===== src/rtl/flappy_pkg.sv =====
// Shared types and helpers for the Flappy pipe pipeline: scroller state,
// per-slot pipe geometry and the frame decode reused by the collision stage.
package flappy_pkg;

  localparam int unsigned ROWS = 16;
  localparam int unsigned COLS = 16;

  localparam logic [15:0] LFSR_SEED = 16'hACE1;
  localparam logic [2:0]  MIN_GAP   = 3'd3;

  typedef enum logic [1:0] {
    IDLE,
    RUN,
    HALT
  } scroll_state_t;

  typedef struct packed {
    logic       active;
    logic [3:0] col;
    logic [2:0] height;
    logic [2:0] size;
  } pipe_slot_t;

  // Gap spans rows [height, height+size-1]; max top is 7+6-1 = 12, so 4 bits suffice.
  function automatic logic [ROWS-1:0][COLS-1:0] render_slot(input pipe_slot_t s);
    logic [ROWS-1:0][COLS-1:0] f;
    logic [3:0] gap_lo;
    logic [3:0] gap_hi;
    f      = '0;
    gap_lo = {1'b0, s.height};
    gap_hi = {1'b0, s.height} + {1'b0, s.size} - 4'd1;
    if (s.active) begin
      for (int unsigned r = 0; r < ROWS; r++) begin
        if (4'(r) < gap_lo || 4'(r) > gap_hi) begin
          f[r][s.col] = 1'b1;
        end
      end
    end
    return f;
  endfunction

endpackage


===== src/rtl/pipe_scroller_lfsr16.sv =====
// Free-running 16-bit Fibonacci LFSR (x^16+x^14+x^13+x^11), right-shifting,
// seeded on reset; never reaches all-zero from a non-zero seed.
module lfsr16
  import flappy_pkg::*;
(
  input  logic        clock,
  input  logic        reset,
  output logic [15:0] q
);

  logic [15:0] q_q;
  logic [15:0] q_d;

  always_comb begin
    q_d = {q_q[0] ^ q_q[2] ^ q_q[3] ^ q_q[5], q_q[15:1]};
  end

  always_ff @(posedge clock) begin
    if (reset) begin
      q_q <= LFSR_SEED;
    end else begin
      q_q <= q_d;
    end
  end

  assign q = q_q;

endmodule


===== src/rtl/pipe_scroller.sv =====
// Spawns and scrolls two pipe obstacles across a 16x16 matrix, one column per
// game step, and renders each slot as a frame plus gap geometry.
module pipe_scroller
  import flappy_pkg::*;
#(
  parameter int unsigned TICK_DIV = 25_000_000,
  parameter int unsigned SPACING  = 8
) (
  input  logic                      clock,
  input  logic                      reset,
  input  logic                      start,
  input  logic                      game_over,
  output logic [ROWS-1:0][COLS-1:0] pipe1,
  output logic [ROWS-1:0][COLS-1:0] pipe2,
  output logic [2:0]                height1,
  output logic [2:0]                height2,
  output logic [2:0]                size1,
  output logic [2:0]                size2,
  output logic                      at_left1,
  output logic                      at_left2,
  output logic                      running
);

  localparam int unsigned DIV_W = (TICK_DIV > 1) ? $clog2(TICK_DIV) : 1;
  localparam int unsigned SPC_W = (SPACING > 1) ? $clog2(SPACING) : 1;
  localparam logic [DIV_W-1:0] DIV_LAST = DIV_W'(TICK_DIV - 1);
  localparam logic [SPC_W-1:0] SPC_LAST = SPC_W'(SPACING - 1);

  scroll_state_t    state_q, state_d;
  logic [DIV_W-1:0] div_q, div_d;
  logic [SPC_W-1:0] spawn_q, spawn_d;
  logic             next_slot_q, next_slot_d;
  pipe_slot_t       slot_q [2];
  pipe_slot_t       slot_d [2];
  logic [1:0]       at_left_q, at_left_d;
  logic             step;
  logic [15:0]      lfsr;
  logic             unused_lfsr_hi;

  lfsr16 u_lfsr (
    .clock (clock),
    .reset (reset),
    .q     (lfsr)
  );

  assign unused_lfsr_hi = ^lfsr[15:5];

  always_comb begin
    state_d     = state_q;
    div_d       = div_q;
    spawn_d     = spawn_q;
    next_slot_d = next_slot_q;
    slot_d      = slot_q;
    at_left_d   = '0;
    step        = 1'b0;

    unique case (state_q)
      IDLE: begin
        if (start) begin
          state_d     = RUN;
          div_d       = '0;
          spawn_d     = '0;
          next_slot_d = 1'b0;
        end
      end
      RUN: begin
        if (game_over) begin
          state_d = HALT;
        end else if (div_q == DIV_LAST) begin
          step  = 1'b1;
          div_d = '0;
        end else begin
          div_d = div_q + DIV_W'(1);
        end
      end
      HALT: begin
        if (!game_over && start) begin
          state_d     = RUN;
          div_d       = '0;
          spawn_d     = '0;
          next_slot_d = 1'b0;
          slot_d[0]   = '0;
          slot_d[1]   = '0;
        end
      end
      default: state_d = IDLE;
    endcase

    // Advance/exit first, then let a spawn overwrite its slot so a respawn beats the exit.
    if (step) begin
      for (int unsigned i = 0; i < 2; i++) begin
        if (slot_q[i].active) begin
          if (slot_q[i].col != 4'd15) begin
            slot_d[i].col = slot_q[i].col + 4'd1;
            at_left_d[i]  = (slot_q[i].col == 4'd14);
          end else begin
            slot_d[i].active = 1'b0;
          end
        end
      end
      if (spawn_q == '0) begin
        slot_d[next_slot_q] = '{active: 1'b1,
                                col:    4'd0,
                                height: lfsr[2:0],
                                size:   MIN_GAP + {1'b0, lfsr[4:3]}};
        at_left_d[next_slot_q] = 1'b0;
        next_slot_d = ~next_slot_q;
      end
      spawn_d = (spawn_q == SPC_LAST) ? '0 : spawn_q + SPC_W'(1);
    end
  end

  always_ff @(posedge clock) begin
    if (reset) begin
      state_q     <= IDLE;
      div_q       <= '0;
      spawn_q     <= '0;
      next_slot_q <= 1'b0;
      slot_q[0]   <= '0;
      slot_q[1]   <= '0;
      at_left_q   <= '0;
    end else begin
      state_q     <= state_d;
      div_q       <= div_d;
      spawn_q     <= spawn_d;
      next_slot_q <= next_slot_d;
      slot_q      <= slot_d;
      at_left_q   <= at_left_d;
    end
  end

  assign pipe1    = render_slot(slot_q[0]);
  assign pipe2    = render_slot(slot_q[1]);
  assign height1  = slot_q[0].active ? slot_q[0].height : '0;
  assign height2  = slot_q[1].active ? slot_q[1].height : '0;
  assign size1    = slot_q[0].active ? slot_q[0].size   : '0;
  assign size2    = slot_q[1].active ? slot_q[1].size   : '0;
  assign at_left1 = at_left_q[0];
  assign at_left2 = at_left_q[1];
  assign running  = (state_q == RUN);

endmodule


===== config.mk =====
export PLATFORM = sky130hd
export DESIGN_NAME = pipe_scroller
export DESIGN_NICKNAME = d
export VERILOG_FILES = /design/src/rtl/flappy_pkg.sv /design/src/rtl/pipe_scroller_lfsr16.sv /design/src/rtl/pipe_scroller.sv
export SDC_FILE = /design/constraint.sdc
export NUM_CORES = 1
export LEC_CHECK = 0
export BUFFER_PORTS_ARGS = -buffer_cell sky130_fd_sc_hd__buf_4
export CAP_MARGIN = 20
export CORE_AREA = 2 2 206 208
export CTS_CLUSTER_DIAMETER = 150
export DETAILED_ROUTE_END_ITERATION = 6
export DIE_AREA = 0 0 208 210
export PLACE_DENSITY = 0.41
export SKIP_CTS_REPAIR_TIMING = 1
export SLEW_MARGIN = 15
export SYNTH_ARGS = -nofsm -noshare
export SYNTH_HDL_FRONTEND = slang
export SYNTH_SLANG_ARGS = --single-unit

===== constraint.sdc =====
create_clock -name clock -period 4 [get_ports clock]
set_input_delay 0.2 -clock clock [delete_from_list [all_inputs] [get_ports clock]]
set_output_delay 0.2 -clock clock [all_outputs]
set_load 0.005 [all_outputs]

# Word-level counts from Yosys, hierarchy flattened
# Cells that the tools add are included.
[totals]
out_inout_bits = 527
elab_cells = 243
in_bits = 4
ff_bits = 71
[op_classes]
n_mux = 88
eq_ne = 14
n_lt_le_gt_ge = 68
addsub = 9
n_reduce_logical = 42
n_bitwise = 8
[ops]
columns = ["cell", "count"]
rows = [
  ["$mux W16", 32],
  ["$mux W256", 2],
  ["$mux W25", 4],
  ["$mux W22", 4],
  ["$pmux W25 S3", 1],
  ["$gt A4 B4 Y1 const A", 16],
  ["$lt A4 B3 Y1 const A", 14],
  ["$gt A3 B4 Y1 const A", 8],
  ["$logic_or A1 B1 Y1", 28],
  ["$add A25 B1 Y25 const B", 1],
  ["$eq A25 B25 Y1 const B", 1],
  ["$mux W3", 8],
  ["$bwmux W22", 1],
  ["$mux W5", 4],
  ["$lt A3 B3 Y1 const A", 6],
  ["$mux W1", 18],
  ["$gt A1 B4 Y1 const A", 4],
  ["$gt A2 B4 Y1 const A", 4],
  ["$lt A1 B3 Y1 const A", 4],
  ["$lt A2 B3 Y1 const A", 4],
  ["$demux W11 S1", 1],
  ["$mux W11", 1],
  ["$lt A4 B5 Y1 const B", 2],
  ["$add A3 B3 Y4", 2],
  ["36 further kinds", 59],
]

# Logic depth before layout (Yosys ltp)
# Gate-level depths: netlist of run 1.
[logic_depth]
word_depth = 10
ltp_mapped = 12

# Modules after synthesis
# From an unflattened synthesis of run 1, not the netlist that was laid out.
[hier_totals]
hier_cells = 1109
area_unflattened_um2 = 6643.9
[by_module_without_submodules]
columns = ["mod", "area_per_inst_um2", "cells_per_inst", "n_inst"]
rows = [
  ["pipe_scroller", 6073.3, 1058, 1],
  ["lfsr16", 570.5, 51, 1],
]

# Worst setup path after synthesis of run 1
# OpenSTA, ideal clock, no wires.
[synth_timing]
path_kind = "register -> output"
from = "register slot_q[4] (netlist bit)"
to = "output pipe2[38] (netlist bit)"
path_buffers = 3
arrival_ps = 2785
setup_slack_ps = 1015
path_stages_with_launch = 13
required_time_ps = 3800
cell_sequence = "dfxtp_1 clkbuf_1 inv_1 ha_1 inv_1 ha_1 fa_1 xor2_1 buf_2 nor3_1 a211oi_1 buf_2 nor2_1"
[synth_lines]
columns = ["item", "line_no", "rtl"]
rows = [
  ["from (decl)", "pipe_scroller.sv:33", "pipe_slot_t slot_q [2];"],
  ["from (signal assigned)", "pipe_scroller.sv:127", "slot_q <= slot_d;"],
  ["to (decl)", "pipe_scroller.sv:14", "output logic [ROWS-1:0][COLS-1:0] pipe2,"],
]

==> summary.md, run 1 <==
| Metric | Value |
|---|---|
| Crit path kind | reg -> out |
| IO Count | 531 |
| Seq/Total Area, Yosys | 0.223 |
| Final period util | 0.895 |
| NetSw | 393 uW |
| Worst min-delay path class | in -> reg |
| Max-cap violations | 0 |
| Final ANT Viol Nets | 0 |
| Peak Freq | 279 MHz |
| Max-slew headroom | 0.303 |
| Worst Path Required | 3.80 ns |
| Largest net degree at the start of global routing | 65 |
| CP top delay family | simple AND/OR/NAND/NOR gates |
| CTS H-tree lvls | 3 |
| Mapped Area | 6380 um^2 |
| Starting density of the core | 0.154 |
| Worst setup SP type | flop |
| Initial antenna violation count | 0 |
| RSZ-0062 raised after global routing | false |
| TritonCTS buffer count | 9 |
| Drt initial violations | 639 |
| Root Buffer Master | clkbuf_16 |
| Post-synth EDFFs | 0 |
| Final HPWL DP | 30600 um |
| Max FO, Critical Path | 16 |
| Flops & latches, synth | 71 |
| Slowest-stage cell, CP | nor3_2 |
| DR WL/cell | 18.9 um |
| Syn_nets | 1128 |
| Via density | 4.40 |
| Critical Path Sink Type | primary output |
| Area grow syn2layout | 76.9% |
| Die X-Extent | 208 um |
| Hold_ws | 0.159 ns |
| Fin nets | 1600 |
| Placed cell area | 10900 um^2 |
| Worst R2R Start | slot_q[10] |
| Grt total ovfl | 0 |
| WL final | 40100 um |
| Slew Viols, Final | 0 |
| Mapped Cells | 1101 |
| Reg-to-reg setup timing slack | 1.54 ns |
| Leakage power | 0.00472 uW |
| Via Count | 9320 |
| DR pass1 iterations | 5 |
| CTS clk-pin slew, worst paths | 0.06 ns |
| Peak supply drop | 0.189 mV |
| Final Hold Viols | 0 |
| Final instance area | 11300 um^2 |
| Avg Cell Area, Syn | 5.80 um^2 |
| WP buf/inv | 3 |
| Clock tree sinks | 71 |
| Clk pwr share | 0.527 |
| Ant diodes | 0 |
| Worst Min Path Start | start |
| Routability congestion estimate from global placement | 0.853 |
| Crit path from | slot_q[4] |
| Crit-path cells | inv_1, ha_1, inv_1, ha_1, fa_1, xnor2_1, nor3_2, nor3_1, buf_4 |
| Worst path arrival time | 3.38 ns |
| Post-layout min period | 3.58 ns |
| Final TNS setup | 0 ns |
| Post-synth ARST share | 0 |
| Sequential Power Share | 0.427 |
| Int Pwr | 1310 uW |
| Ys Warns | 0 |
| Worst Skew | 0.00753 ns |
| DRC viols | 0 |
| Tot GR Track Use | 0.170 |
| Status | complete, no violations |
| Top_reg_cell synth | dfxtp_1 |
| Row count | 75 |
| Clk buf depth | 2 |
| I/O Buffers | 530 |
| Core box area | 41500 um^2 |
| Crit-path max cell delay | 0.88 ns |
| Layout cells sized above 1 | 0.386 |
| Die height | 210 um |
| Switch share | 0.230 |
| Vias in the first global route | 8519 |
| Number of library cell types mapped by synthesis | 51 |
| Worst-Skew Late Latency | 0.35 ns |
| Endpoints failing setup | 0 |
| Worst Tran Pin Value | 1.04 ns |
| Cell Pwr Density | 151 nW/um^2 |
| Comb power frac | 0.046 |
| Die Area | 43700 um^2 |
| CTS tree | built |
| Global-route wire length before repair | 57900 um |
| Layout fillers | 4675 |
[power by group through the flow]
stage	clock, uW	sequential, uW	combinational (uW)
finish	898	728	79.2
global route	965	730	88.4
CTS	926	728	80.8
detailed placement	0	744	80.4
global placement	0	744	80.4
floorplan	0	742	52.8
[synthesized netlist by cell type, types with 3 or more instances]
cell type	n	area, um^2
a211oi_1	7	52.6
a21oi_1	39	195
and2_1	16	100
and3_1	10	62.6
and4_1	3	26.3
buf_1	4	15.0
buf_2	8	40.0
clkbuf_1	89	334
dfxtp_1	71	1420
ha_1	21	263
inv_1	41	154
nand2_1	55	206
nand2b_1	16	100
nand3_1	30	150
nand4_1	11	68.8
nor2_1	462	1730
nor2b_1	11	68.8
nor3_1	107	536
nor4b_1	3	26.3
o2111ai_1	9	78.8
o211ai_1	7	52.6
o21ai_0	7	35.0
o21ai_1	3	15.0
or2_2	9	56.3
xnor2_1	8	70.1
xor2_1	18	158
[metal layers]
metal  track usage  vias to the layer above  wire length (um)
met2         0.295                      259             20300
met5             0                        -                 0
met3        0.0270                       41              1740
li1              -                     4495                 -
met1         0.225                     4525             17500
met4        0.0298                        0               480
[cell usage in the layout, fill, tap and decap left out, types with 3 or more instances in the layout]
master / Yosys / routed
buf_4: 0 / 562
nor2_1: 462 / 459
nor3_1: 107 / 104
dfxtp_1: 71 / 71
nand2_1: 55 / 55
inv_1: 41 / 41
a21oi_1: 39 / 39
nand3_1: 30 / 30
ha_1: 21 / 21
xor2_1: 18 / 17
nand2b_1: 16 / 16
and2_1: 16 / 16
nor2b_1: 11 / 11
nand4_1: 11 / 11
and3_1: 10 / 10
or2_2: 9 / 9
o2111ai_1: 9 / 9
clkbuf_16: 0 / 9
xnor2_1: 8 / 8
o211ai_1: 7 / 7
o21ai_0: 7 / 7
a211oi_2: 0 / 4
nor3_2: 0 / 3
o21ai_1: 3 / 3
nor4b_1: 3 / 3
and4_1: 3 / 3
a211oi_1: 7 / 3
[final cells by class]
type / count / area, um^2 / share of cell area
Multi-Input combinational cell: 888 / 4490 / 0.398
Sequential cell: 71 / 1420 / 0.126
Tap cell: 539 / 674 / 0.0597
Inverter: 41 / 154 / 0.0136
Timing Repair Buffer: 562 / 4220 / 0.374
Clock buffer: 10 / 239 / 0.0212
Clock inverter: 6 / 92.6 / 0.00820
[path summary, 6_finish.rpt]
path | endpoint | cells after the start
setup / recovery | pipe2[185] | 9
hold / removal | state_q[1] | 4
hold reg to reg | u_lfsr.q[13] | 1
setup reg to reg | at_left_q[1] | 3
[cells by family (layout without fill, tap and decap cells)]
logic type / after synthesis / after routing / synth area share
buf+inv: 142 / 619 / 0.0851
fa+ha+maj: 23 / 23 / 0.0475
xor+xnor: 26 / 26 / 0.0357
simple gates: 749 / 749 / 0.518
flops: 71 / 71 / 0.223
compound gates: 90 / 90 / 0.0910
[worst reg2reg max path, delay by kind of cell, from the launching register on]
family	cells	cell delay (ns)
AND/OR/NAND/NOR	3	1.71
flip-flops	1	0.58
[metrics by stage]
step                      power, uW  instances  setup WS, ns  utilization
after global placement          824       2098         0.814        0.264
after floorplan                 795       1101          1.02            -
final                          1710       2117         0.419        0.272
after detailed placement        824       2099         0.821        0.264
after global routing           1780       2117         0.133        0.272
after CTS                      1740       2115         0.414        0.272
[flip-flops by register name (all words and copies together) (netlist names)]
register	flops
slot_q	22
state_q	2
div_q	25
u_lfsr.q	16
at_left_q	2
next_slot_q	1
spawn_q	3
Note: power is estimated with default switching activity, not from simulation.
==> run 2, diff against run 1 <==
--- a/config.mk
+++ b/config.mk
@@ -11,7 +11,7 @@
 export CTS_CLUSTER_DIAMETER = 150
 export DETAILED_ROUTE_END_ITERATION = 6
 export DIE_AREA = 0 0 208 210
-export PLACE_DENSITY = 0.41
+export PLACE_DENSITY = 0.49
 export SKIP_CTS_REPAIR_TIMING = 1
 export SLEW_MARGIN = 15
 export SYNTH_ARGS = -nofsm -noshare
==> summary.md, run 2 (synthesis results as in run 1) <==
| Metric | Value |
|---|---|
| Critical Path Sink Type | primary output |
| Max reg flops | 25 |
| Crit-path max cell delay | 0.63 ns |
| Peak Freq | 291 MHz |
| Worst path arrival time | 3.24 ns |
| Reg with most FFs | div_q |
| Final Hold Viols | 0 |
| Worst Tran Pin Value | 1.08 ns |
| Worst slack, placed | 0.773 ns |
| Hold_ws | 0.188 ns |
| Ant diodes | 0 |
| Clk pwr share | 0.484 |
| Final HPWL DP | 28600 um |
| WL final | 37300 um |
| Clk buf depth | 2 |
| DR WL/cell | 17.6 um |
| Routability congestion estimate from global placement | 0.826 |
| Switch share | 0.215 |
| Die X-Extent | 208 um |
| Final TNS setup | 0 ns |
| Most common cell after layout, fill and taps aside | buf_4 |
| Area grow syn2layout | 75.9% |
| Comb power frac | 0.049 |
| RSZ-0062 raised after global routing | false |
| Int Pwr | 1230 uW |
| CTS H-tree lvls | 3 |
| Fin util | 0.271 |
| Initial antenna violation count | 0 |
| Met3 Use GR | 0.0226 |
| Root Buffer Master | clkbuf_16 |
| Max-cap violations | 0 |
| Die height | 210 um |
| CTS clk-pin slew, worst paths | 0.05 ns |
| Final period util | 0.860 |
| Design Power | 1560 uW |
| DRC viols | 0 |
| Fin nets | 1597 |
| CTS tree | built |
| Slowest-stage cell, CP | fa_1 |
| Via Count | 9452 |
| Global-route wire length before repair | 53500 um |
| Peak supply drop | 0.194 mV |
| Layout fillers | 4644 |
| CP most frequent cell | inv_1 |
| Vias in the first global route | 8367 |
| Met2 Resource Use GR | 0.264 |
| Worst Skew | 0.00356 ns |
| Die Area | 43700 um^2 |
| Drt initial violations | 715 |
| Starting density of the core | 0.154 |
| Row count | 75 |
| Via density | 4.47 |
| NetSw | 336 uW |
| Max FO, Critical Path | 64 |
| Status | complete, no violations |
| Final ANT Viol Nets | 0 |
| Crit path kind | reg -> out |
| Clock tree sinks | 71 |
| TritonCTS buffer count | 9 |
| Slew Viols, Final | 0 |
| Most frequent cells in the layout | buf_4, nor2_1, nor3_1 |
| Tot GR Track Use | 0.156 |
| GR Layer Usage met1 | 0.211 |
| Largest net degree at the start of global routing | 65 |
| Layout cells sized above 1 | 0.382 |
| I/O Buffers | 530 |
| Crit-path cells | inv_1, ha_1, inv_1, ha_1, fa_1, inv_1, nor2_4, buf_4, nor3_1, buf_4 |
| DR pass1 iterations | 5 |
| Post-layout min period | 3.44 ns |
| IO Count | 531 |
| Worst-Skew Late Latency | 0.33 ns |
| Endpoints failing setup | 0 |
| Max-slew headroom | 0.279 |
| Grt total ovfl | 0 |
| Worst setup SP type | flop |
| Core box area | 41500 um^2 |
| Cell Pwr Density | 139 nW/um^2 |
| Top Usage Layer GRT | met2 |
| Sequential Power Share | 0.467 |
| Setup ws final | 0.560 ns |
| Worst Path Required | 3.80 ns |
| Leakage power | 0.00469 uW |
| Worst min-delay path class | in -> reg |
run 2: power groups by stage:
| stage | sequential, uW | clock [uW] | combinational, uW |
|---|---|---|---|
| after CTS | 729 | 779 | 77.0 |
| after floorplan | 742 | 0 | 52.8 |
| final | 729 | 757 | 76.1 |
| after global placement | 744 | 0 | 76.6 |
| after global routing | 731 | 812 | 85.9 |
| after detailed placement | 744 | 0 | 76.6 |
run 2: worst paths after layout:
path                            cells after the start           end         start  slack [ns]
worst min-delay path                                4    state_q[1]         start        0.19
worst min register to register                      1  u_lfsr.q[13]  u_lfsr.q[14]        0.41
worst max register to register                      6  at_left_q[0]      div_q[0]        1.42
worst max-delay path                               10    pipe2[148]     slot_q[4]        0.56
run 2: stage by stage:
step | instances | cell area [um^2]
floorplan | 1101 | 6380
global placement | 2094 | 10900
detailed placement | 2096 | 10900
CTS | 2111 | 11200
global route | 2113 | 11200
finish | 2113 | 11200
run 2: final cells by class:
cell class / instances / area [um^2] / share of cell area
Multi-Input combinational cell: 888 / 4500 / 0.401
Timing Repair Buffer: 559 / 4200 / 0.374
Sequential cell: 71 / 1420 / 0.127
Tap cell: 539 / 674 / 0.0601
Clock buffer: 14 / 244 / 0.0217
Inverter: 41 / 154 / 0.0137
Clock inverter: 1 / 30.0 / 0.00268
run 2: worst max-delay path: cells and delay by family, from the launching register on:
family,cells,cell delay [ns]
simple gates,2,0.25
buf+inv,5,0.98
flops,1,0.52
fa+ha+maj,3,1.12
run 2: layer usage:
layer	part of all wire	vias to the layer above
li1	-	4487
met4	0.0079	0
met1	0.44	4648
met2	0.50	293
met5	0	-
met3	0.051	24
==> run 3, diff against run 2 <==
--- a/config.mk
+++ b/config.mk
@@ -7,11 +7,12 @@
 export LEC_CHECK = 0
 export BUFFER_PORTS_ARGS = -buffer_cell sky130_fd_sc_hd__buf_4
 export CAP_MARGIN = 20
-export CORE_AREA = 2 2 206 208
+export CORE_AREA = 3 3 205 207
+export CTS_BUF_LIST = sky130_fd_sc_hd__clkbuf_8
 export CTS_CLUSTER_DIAMETER = 150
 export DETAILED_ROUTE_END_ITERATION = 6
 export DIE_AREA = 0 0 208 210
-export PLACE_DENSITY = 0.49
+export PLACE_DENSITY = 0.5
 export SKIP_CTS_REPAIR_TIMING = 1
 export SLEW_MARGIN = 15
 export SYNTH_ARGS = -nofsm -noshare
==> summary.md, run 3 (synthesis results as in run 1) <==
| Metric | Value |
|---|---|
| Status | complete, no violations |
| Initial antenna violation count | 0 |
| Fin util | 0.276 |
| Drt initial violations | 667 |
| WL final | 38600 um |
| CTS clk-pin slew, worst paths | 0.08 ns |
| Max-slew headroom | 0.322 |
| Area grow syn2layout | 75.4% |
| Peak Freq | 295 MHz |
| Int Pwr | 1050 uW |
| Endpoints failing setup | 0 |
| Slew Viols, Final | 0 |
| Clk buf depth | 2 |
| CTS H-tree lvls | 3 |
| Via Count | 9408 |
| Reg-to-reg setup timing slack | 1.23 ns |
| NetSw | 355 uW |
| Cell Pwr Density | 126 nW/um^2 |
| Layout fillers | 4587 |
| Die Area | 43700 um^2 |
| CP most frequent cell | inv_1 |
| Global-route wire length before repair | 54600 um |
| Ant diodes | 0 |
| Via density | 4.46 |
| Area of the multi-input gates | 4500 um^2 |
| Worst Tran Pin Value | 1.02 ns |
| I/O Buffers | 530 |
| Grt total ovfl | 0 |
| Final HPWL DP | 29800 um |
| Post-layout min period | 3.39 ns |
| Tot GR Track Use | 0.158 |
| Crit path kind | reg -> out |
| Leakage power | 0.00469 uW |
| Sequential Power Share | 0.516 |
| Worst-Skew Late Latency | 0.35 ns |
| Critical Path Sink Type | primary output |
| Worst path arrival time | 3.19 ns |
| Most common cell after layout, fill and taps aside | buf_4 |
| Die height | 210 um |
| Worst setup SP type | flop |
| DRC viols | 0 |
| Core box area | 40600 um^2 |
| CTS tree | built |
| Register Area | 1420 um^2 |
| Vias in the first global route | 8335 |
| Die X-Extent | 208 um |
| Clk pwr share | 0.430 |
| Placed cell area | 10900 um^2 |
| Fin nets | 1601 |
| TritonCTS buffer count | 9 |
| Max FO, Critical Path | 36 |
| Clock tree sinks | 71 |
| Largest net degree at the start of global routing | 65 |
| Final TNS setup | 0 ns |
| DR WL/cell | 18.3 um |
| IO Count | 531 |
| Crit-path max cell delay | 0.62 ns |
| Final ANT Viol Nets | 0 |
| Worst Skew | 0.0107 ns |
| Final instance area | 11200 um^2 |
| Routability congestion estimate from global placement | 0.840 |
| Reg with most FFs | div_q |
| Starting density of the core | 0.157 |
| Max-cap violations | 0 |
| DR pass1 iterations | 5 |
| Comb power frac | 0.054 |
| Most frequent cells in the layout | buf_4, nor2_1, nor3_1 |
| Final Hold Viols | 0 |
| Crit-path cells | inv_1, ha_1, inv_1, ha_1, fa_1, inv_1, nor2_4, buf_12, nor3_1, buf_4 |
| Hold_ws | 0.160 ns |
| Final period util | 0.847 |
| Peak supply drop | 0.128 mV |
| Max reg flops | 25 |
| Root Buffer Master | clkbuf_8 |
| RSZ-0062 raised after global routing | false |
| Worst min-delay path class | in -> reg |
| Worst Path Required | 3.80 ns |
| Row count | 74 |
| Slowest-stage cell, CP | fa_1 |
| Layout cells sized above 1 | 0.389 |
| Switch share | 0.252 |
-- run 3: cell types whose count changed in the layout (fill, tap and decap cells not counted), moves of 2 or more --
cell,delta
clkbuf_1,-5
clkbuf_8,+10
clkbuf_16,-9
clkinv_4,+2
nor2_2,+2
nor2_1,-2
buf_4,+3
-- run 3: stage by stage --
stage | instances | total power (uW) | setup slack (ns)
final | 2111 | 1410 | 0.612
after global routing | 2111 | 1470 | 0.417
after CTS | 2107 | 1430 | 0.531
after detailed placement | 2091 | 820 | 0.929
after global placement | 2090 | 819 | 1.00
after floorplan | 1101 | 795 | 1.02
-- run 3: layout make-up --
type | count | area share
Multi-Input combinational cell | 888 | 0.403
Timing Repair Buffer | 563 | 0.379
Sequential cell | 71 | 0.127
Tap cell | 532 | 0.0595
Inverter | 41 | 0.0138
Clock buffer | 10 | 0.0123
Clock inverter | 6 | 0.00615
-- run 3: worst max-delay path, delay by kind of cell, from the launching register on --
kind	cells	cell delay [ns]
DFF	1	0.35
buffers and inverters	5	0.70
and+or+nand+nor	2	0.67
adders and majority gates	3	1.08
-- run 3: routing by layer --
| metal | vias to the layer above | GRT usage | routed length [um] |
|---|---|---|---|
| li1 | 4495 | - | - |
| met1 | 4566 | 0.216 | 17000 |
| met2 | 311 | 0.270 | 19300 |
| met3 | 36 | 0.0201 | 1890 |
| met4 | 0 | 0.0256 | 365 |
| met5 | - | 0 | 0 |
-- run 3: worst paths after layout --
check / to / from / cells past startpoint
setup / recovery: pipe2[181] / slot_q[1] / 10
hold / removal: state_q[1] / game_over / 3
setup reg to reg: at_left_q[0] / div_q[12] / 5
hold reg to reg: u_lfsr.q[13] / u_lfsr.q[14] / 1
-- run 3: power by group through the flow --
| stage | Clock (uW) | Sequential, uW | Combinational (uW) |
|---|---|---|---|
| after floorplan | 0 | 742 | 52.8 |
| after global placement | 0 | 744 | 75.6 |
| after detailed placement | 0 | 744 | 76.2 |
| after CTS | 626 | 727 | 76.4 |
| after global routing | 656 | 729 | 84.6 |
| final | 605 | 727 | 75.8 |
